## src/rtl/down_timer.sv

```systemverilog
// Loadable down-counting timer with one-shot/auto-reload modes, underflow pulse and sticky irq.
// Optional prescaler is built when DOWN_TIMER_PRESCALER_EN is defined.
module down_timer #(
    parameter int unsigned WIDTH     = 32,
    parameter int unsigned PSC_WIDTH = 8
) (
    input  logic                 clk_i,
    input  logic                 rst_ni,
    input  logic                 clear_i,
    input  logic                 load_i,
    input  logic [WIDTH-1:0]     load_val_i,
    input  logic                 mode_i,
    input  logic                 en_i,
    input  logic [PSC_WIDTH-1:0] psc_i,
    input  logic                 irq_clr_i,
    output logic [WIDTH-1:0]     q_o,
    output logic                 busy_o,
    output logic                 underflow_o,
    output logic                 irq_o,
    output logic [1:0]           dbg_state_o
);

    typedef enum logic [1:0] {
        IDLE = 2'd0,
        RUN  = 2'd1,
        DONE = 2'd2
    } state_e;

    state_e           state_q, state_d;
    logic [WIDTH-1:0] count_q, count_d;
    logic [WIDTH-1:0] reload_q, reload_d;
    logic             mode_q, mode_d;
    logic             underflow_q, underflow_d;
    logic             irq_q, irq_d;
    logic             tick;
    logic             expire;

`ifdef DOWN_TIMER_PRESCALER_EN
    logic [PSC_WIDTH-1:0] psc_cnt_q, psc_cnt_d;

    // Exact compare: lowering psc_i below the count lets it wrap before the next tick.
    always_comb begin
        tick      = (state_q == RUN) && en_i && (psc_cnt_q == psc_i);
        psc_cnt_d = psc_cnt_q;
        if (clear_i || load_i) begin
            psc_cnt_d = '0;
        end else if (state_q == RUN && en_i) begin
            psc_cnt_d = tick ? '0 : psc_cnt_q + 1'b1;
        end
    end

    always_ff @(posedge clk_i or negedge rst_ni) begin
        if (!rst_ni) begin
            psc_cnt_q <= '0;
        end else begin
            psc_cnt_q <= psc_cnt_d;
        end
    end
`else
    logic unused_psc;
    assign unused_psc = ^psc_i;
    assign tick       = (state_q == RUN) && en_i;
`endif

    // clear_i beats load_i beats tick; a load or clear swallows a coincident expiry.
    always_comb begin
        state_d  = state_q;
        count_d  = count_q;
        reload_d = reload_q;
        mode_d   = mode_q;
        expire   = 1'b0;
        if (clear_i) begin
            state_d = IDLE;
            count_d = '0;
        end else if (load_i) begin
            state_d  = RUN;
            count_d  = load_val_i;
            reload_d = load_val_i;
            mode_d   = mode_i;
        end else if (tick) begin
            if (count_q != '0) begin
                count_d = count_q - 1'b1;
            end else begin
                expire = 1'b1;
                if (mode_q) begin
                    count_d = reload_q;
                end else begin
                    state_d = DONE;
                end
            end
        end
        underflow_d = expire;
        irq_d       = expire ? 1'b1 : (irq_clr_i ? 1'b0 : irq_q);
    end

    always_ff @(posedge clk_i or negedge rst_ni) begin
        if (!rst_ni) begin
            state_q     <= IDLE;
            count_q     <= '0;
            reload_q    <= '0;
            mode_q      <= 1'b0;
            underflow_q <= 1'b0;
            irq_q       <= 1'b0;
        end else begin
            state_q     <= state_d;
            count_q     <= count_d;
            reload_q    <= reload_d;
            mode_q      <= mode_d;
            underflow_q <= underflow_d;
            irq_q       <= irq_d;
        end
    end

    assign q_o         = count_q;
    assign busy_o      = (state_q == RUN);
    assign underflow_o = underflow_q;
    assign irq_o       = irq_q;
    assign dbg_state_o = state_q;

endmodule

```

## config.mk

```make
export PLATFORM = sky130hd
export DESIGN_NAME = down_timer
export DESIGN_NICKNAME = d
export VERILOG_FILES = /design/src/rtl/down_timer.sv
export SDC_FILE = /design/constraint.sdc
export NUM_CORES = 1
export LEC_CHECK = 0
export BUFFER_PORTS_ARGS = -buffer_cell sky130_fd_sc_hd__buf_2
export CAP_MARGIN = 30
export CORE_UTILIZATION = 59
export DETAILED_ROUTE_END_ITERATION = 6
export HOLD_SLACK_MARGIN = 0.12
export PLACE_DENSITY = 0.88
export SYNTH_ARGS = -nofsm -noshare
export SYNTH_HDL_FRONTEND = slang
export SYNTH_SLANG_ARGS = --single-unit
export TNS_END_PERCENT = 20
```

## constraint.sdc

```tcl
create_clock -name clk_i -period 4.6 [get_ports clk_i]
set_input_delay 0.92 -clock clk_i [delete_from_list [all_inputs] [get_ports clk_i]]
set_output_delay 0.92 -clock clk_i [all_outputs]
set_load 0.005 [all_outputs]
```

After elaboration in Yosys (flattened, before gate mapping)
Cells that the tools add are included.
- flip-flop bits (word level): 69
- latch bits: 0
- RAM bits: 0
- memory bits (read-only): 0
- bits of input ports: 47
- logic and storage cells: 35
- memories kept: 0
- add/subtract/negate cells: 1
- multipliers: 0
- divide/modulo/power cells: 0
- magnitude comparators: 0
- equal/unequal tests: 3
- shifts and indexed selects: 0
- muxes and demuxes: 16
- bitwise gates (word level): 1
- reduce and logical (&&, ||, !) cells: 8
- operators with widths (operator ; count):
    two-way mux 32 bit ; 5
    nonzero test 32 bit ; 1
    subtractor 32 x 1 -> 32 bit, second input constant ; 1
    two-way mux 2 bit ; 5
    two-way mux 1 bit ; 6
    inequality test 3 bit, second input constant ; 2
    AND reduction 2 bit ; 2
    nonzero test 4 bit ; 1
    AND reduction 3 bit ; 1
    nonzero test 3 bit ; 1
    equality test 2 x 1 -> 1 bit, second input constant ; 1
    nonzero test 2 bit ; 1
    logical AND 1 bit ; 1
    NOT 1 bit ; 1

Longest topological paths before layout
- depth after elaboration: 6
- mapped depth: 10
- mapped depth without buffers: 8

Worst setup path after synthesis
Ideal clock, no wire load.
- path kind: register to register
- start point: reg count_q[26], in the netlist q_o[26]
- end point: reg state_q[0], in the netlist dbg_state_o[0]
- arrival time: 2.499 ns
- path slack: 1.969 ns
- stages on the path, launching flop included: 9
- buffers on the path: 2
- clock period less this slack: 2.631 ns
- path through: dfrtp_1 or4_4 or4_1 buf_2 or3_4 buf_6 or3_4 a21oi_2 nor2_1
- word-level cells in the longest chain between the ends: 3
- ends and longest elaborated chain (item ; line ; RTL):
    start, declared ; 30 ; logic [WIDTH-1:0] count_q, count_d;
    start signal, assigned ; 106 ; count_q <= count_d;
    nonzero test 32 bit ; 81 ; if (count_q != '0) begin
    inequality test 3 bit (no source line) ; -- ;
    AND reduction 3 bit (no source line) ; -- ;
    end signal, assigned ; 105 ; state_q <= state_d;
    end, declared ; 29 ; state_e state_q, state_d;
Every way passes these cells.
A chain may end at the register's enable or synchronous reset.

Worst setup path after layout
- start point: reg count_q[0], in the netlist q_o[0]
- end point: reg count_q[13], in the netlist q_o[13]
- word-level cells in the longest chain between the ends: 5
- elaborated cells on any way between the ends: 8
- those cells by class: add/sub: 1; mux: 4; reduce/logical: 3
- ends and longest elaborated chain (item ; line ; RTL):
    subtractor 32 x 1 -> 32 bit or nonzero test 32 bit (tied branches) ; 82, 81 ;
    two-way mux 32 bit ; 81 ;
    two-way mux 32 bit ; 80 ; end else if (tick) begin
    two-way mux 32 bit ; 75 ; end else if (load_i) begin
    two-way mux 32 bit ; 72 ; if (clear_i) begin
Parallel ways exist; a longest one is shown, timed or not. The select of a mux whose other input is x is not followed.

==> impl_metrics.py <==
metrics = {
    "outcome": {
        "outcome": "complete, no violations",
    },
    "power": {
        "irDropWorstVdd_mv": 0.204,
        "powerDensity_mw_per_mm2": 337,
        "switching_share_pct": 32.9,
        "leakage_nw": 2.14,
        "combPwrFrac_pct": 21.9,
        "power_frac_seq_pct": 49.4,
        "p_clk_share_pct": 28.7,
        "power.internal_mw": 1.01,
        "power.switching_mw": 0.496,
    },
    "sta": {
        "finClkSkew_ns": 0.00721,
        "rsz0062_at_grt": "false",
        "tns_ns": 0,
        "setup_viol": 0,
        "worstMarginPinSlew_ns": 0.993,
        "fin_crit_sh_pct": 71.9,
        "fmaxAchievable_mhz": 303,
        "hold_violations": 0,
        "hold_ws_ns": 0.482,
        "maxSlewViolCount": 0,
        "slew_headroom_pct": 33.5,
        "finalCriticalPeriod_ns": 3.31,
    },
    "logic_synthesis": {
        "yosys_warnings": 0,
        "synth_area_sq_mm": 0.00392,
        "synthesis.nets": 521,
        "yosys.area.top_type": "dfrtp_1",
        "yosysMostFrequentCell": "nand2_1",
        "syn_inst": 472,
        "synth_cell_types": 61,
        "ys_seq_area_share_pct": 44.1,
        "yosys-top-cells-count": "nand2_1, dfrtp_1, nor2_1, a21oi_1",
        "synthArstFlopShare_pct": 100,
        "synth_seq_cells": 69,
        "synth-edff-count": 0,
        "syn_avg_cell_area_sq_um": 8.29,
        "yosys_most_used_dff": "dfrtp_1",
        "synth_area_leaders": "dfrtp_1, nand2_1, nor2_1",
        "netlist.area_leader.share_pct": 44.1,
    },
    "clock_network": {
        "clk_pin_slew_ns": 0.07,
        "root_buffer": "clkbuf_8",
        "htreeDepth": 3,
        "cts_hold_buffers": 0,
        "cts_tree": "yes",
        "clock_latency_ns": 0.35,
        "clock_sinks": 69,
        "cts_buffer_depth": 2,
        "cts_made_buffers": 9,
        "cts_resized": 0,
        "postCtsSetupBuffers": 0,
    },
    "worst_setup_path": {
        "path_class": "reg -> reg",
        "cp_slowest_cell": "nor3_2",
        "arrival_ns": 3.52,
        "end_kind": "register",
        "crit_buf_inv": 2,
        "critPathMaxStageDelay_ns": 0.90,
        "crit_fanout": 13,
        "critical-path-top-delay-family": "simple AND/OR/NAND/NOR gates",
        "cp_cell_sequence": "inv_1, ha_1, nor4b_1, nand3_1, nor3_2, buf_4, nor4_1, a211oi_1, o32ai_1",
        "critPathRequiredTime_ns": 4.82,
        "critPathLaunchType": "register",
    },
    "finish": {
        "nets": 587,
        "drive_above_1_share_pct": 20.5,
        "final_util_pct": 70.0,
        "area_growth_pct": 14.2,
        "diodes": 0,
        "design_area_sq_mm": 0.00447,
    },
    "drt": {
        "wl_per_cell_um": 18.1,
        "wl_um": 11200,
        "initialDrtViolationCount": 538,
        "drc": 0,
        "ant_nets": 0,
        "firstDrtPassIters": 5,
        "via_count": 4024,
        "vias_per_cell": 6.50,
    },
    "global_route": {
        "grt_max_degree": 40,
        "antenna_found_initial": 0,
        "grt_usage_pct": 33.1,
        "grt_pass1_wl_um": 18300,
        "grt_pass1_vias": 3863,
        "grt-ovfl-total": 0,
    },
    "floorplan": {
        "ios": 84,
        "die_h_um": 83.5,
        "core-area_sq_mm": 0.00639,
        "dieArea_sq_mm": 0.00697,
        "die_w_um": 83.5,
        "initial_core_util_pct": 61.3,
        "rows": 29,
    },
    "worst_hold_path": {
        "hp-class": "reg -> reg",
    },
    "placement": {
        "gp_congestion": 0.936,
        "dpl-instance-area_sq_mm": 0.00431,
        "io_buffers": 75,
        "place.detailed.hpwl_um": 7580,
    },
    "run": {
        "maxCapViolCount": 0,
    },
}
-- tightest hold or removal path, cell delays in order (launching register included) --
cell and delay, ns:
dfrtp_1 0.35, nand2_1 0.05, nand2_1 0.05
-- routing by layer --
metal	wire, um	track usage [%]	up-vias
met4	331	16.2	0
met5	0	3.03	-
li1	-	-	1817
met2	5190	51.1	269
met3	1160	6.73	47
met1	4500	44.6	1891
-- logic make-up (layout without fill, tap and decap cells) --
| family | count (synthesis) | in the layout | share of synthesized area, % |
|---|---|---|---|
| AO/OA/AOI/OAI | 113 | 113 | 19.7 |
| XOR/XNOR | 11 | 11 | 2.46 |
| flip-flops | 69 | 69 | 44.1 |
| multiplexers | 2 | 2 | 0.639 |
| buffers and inverters | 38 | 108 | 4.54 |
| adder cells (fa/ha/maj) | 2 | 2 | 0.639 |
| AND/OR/NAND/NOR | 237 | 237 | 27.9 |
-- cells in the final DEF (no fill, tap or decap), types with 3 or more instances in the layout --
| cell type | synthesis | layout |
|---|---|---|
| a211o_1 | 4 | 4 |
| a211oi_1 | 7 | 7 |
| a21oi_1 | 23 | 23 |
| a221oi_1 | 4 | 4 |
| a2bb2oi_1 | 3 | 3 |
| a31oi_1 | 5 | 5 |
| and3_1 | 5 | 5 |
| buf_2 | 7 | 75 |
| buf_4 | 1 | 9 |
| clkbuf_1 | 16 | 3 |
| clkbuf_8 | 0 | 10 |
| dfrtp_1 | 69 | 69 |
| inv_1 | 9 | 9 |
| nand2_1 | 125 | 125 |
| nand3_1 | 13 | 13 |
| nand4_1 | 4 | 4 |
| nor2_1 | 42 | 41 |
| nor3_1 | 16 | 16 |
| nor4_1 | 7 | 7 |
| nor4_2 | 3 | 3 |
| o211ai_1 | 9 | 9 |
| o21ai_0 | 16 | 16 |
| o21ai_1 | 9 | 9 |
| o311ai_0 | 3 | 3 |
| o31a_1 | 3 | 3 |
| o31ai_1 | 5 | 5 |
| o41ai_1 | 5 | 5 |
| or3_1 | 3 | 3 |
| or4_1 | 6 | 6 |
| xnor2_1 | 9 | 9 |
-- power by group through the flow --
| stage | sequential (mW) | clock [mW] | combinational [mW] |
|---|---|---|---|
| after floorplan | 0.735 | 0 | 0.213 |
| after global placement | 0.749 | 0 | 0.309 |
| after detailed placement | 0.753 | 0 | 0.324 |
| after CTS | 0.742 | 0.433 | 0.326 |
| after global routing | 0.752 | 0.459 | 0.366 |
| final | 0.745 | 0.432 | 0.330 |
-- state kept, by name, summed over array words and instances (netlist names) --
signal	cells
reload_q	32
underflow_o	1
irq_o	1
mode_q	1
dbg_state_o	2
q_o	32
-- final timing paths --
path                         startpoint      endpoint  slack (ns)  cells past startpoint
min in group asynchronous        rst_ni  reload_q[10]        0.62                      1
max in group asynchronous        rst_ni       q_o[20]        3.00                      2
hold / removal             reload_q[25]  reload_q[25]        0.48                      2
setup reg to reg                 q_o[0]       q_o[13]        1.29                      9
hold reg to reg            reload_q[25]  reload_q[25]        0.48                      2
setup / recovery                 q_o[0]       q_o[13]        1.29                      9
-- area by class of cell --
| cell class | instances | area [sq um] |
|---|---|---|
| clock buffers | 13 | 149 |
| well taps | 77 | 96.3 |
| fillers | 501 | 1910 |
| clock inverters | 2 | 10.0 |
| repair buffers | 84 | 443 |
| inverters | 9 | 33.8 |
| flip-flops and latches | 69 | 1730 |
| multi-input cells | 365 | 2010 |
-- metrics by stage --
step / power (mW) / setup WS, ns / instances
global placement: 1.06 / 1.46 / 603
global route: 1.58 / 1.00 / 619
detailed placement: 1.08 / 1.40 / 604
CTS: 1.50 / 1.39 / 619
floorplan: 0.948 / 1.97 / 472
finish: 1.51 / 1.29 / 619
No activity file was read; power rests on OpenSTA's default activity.
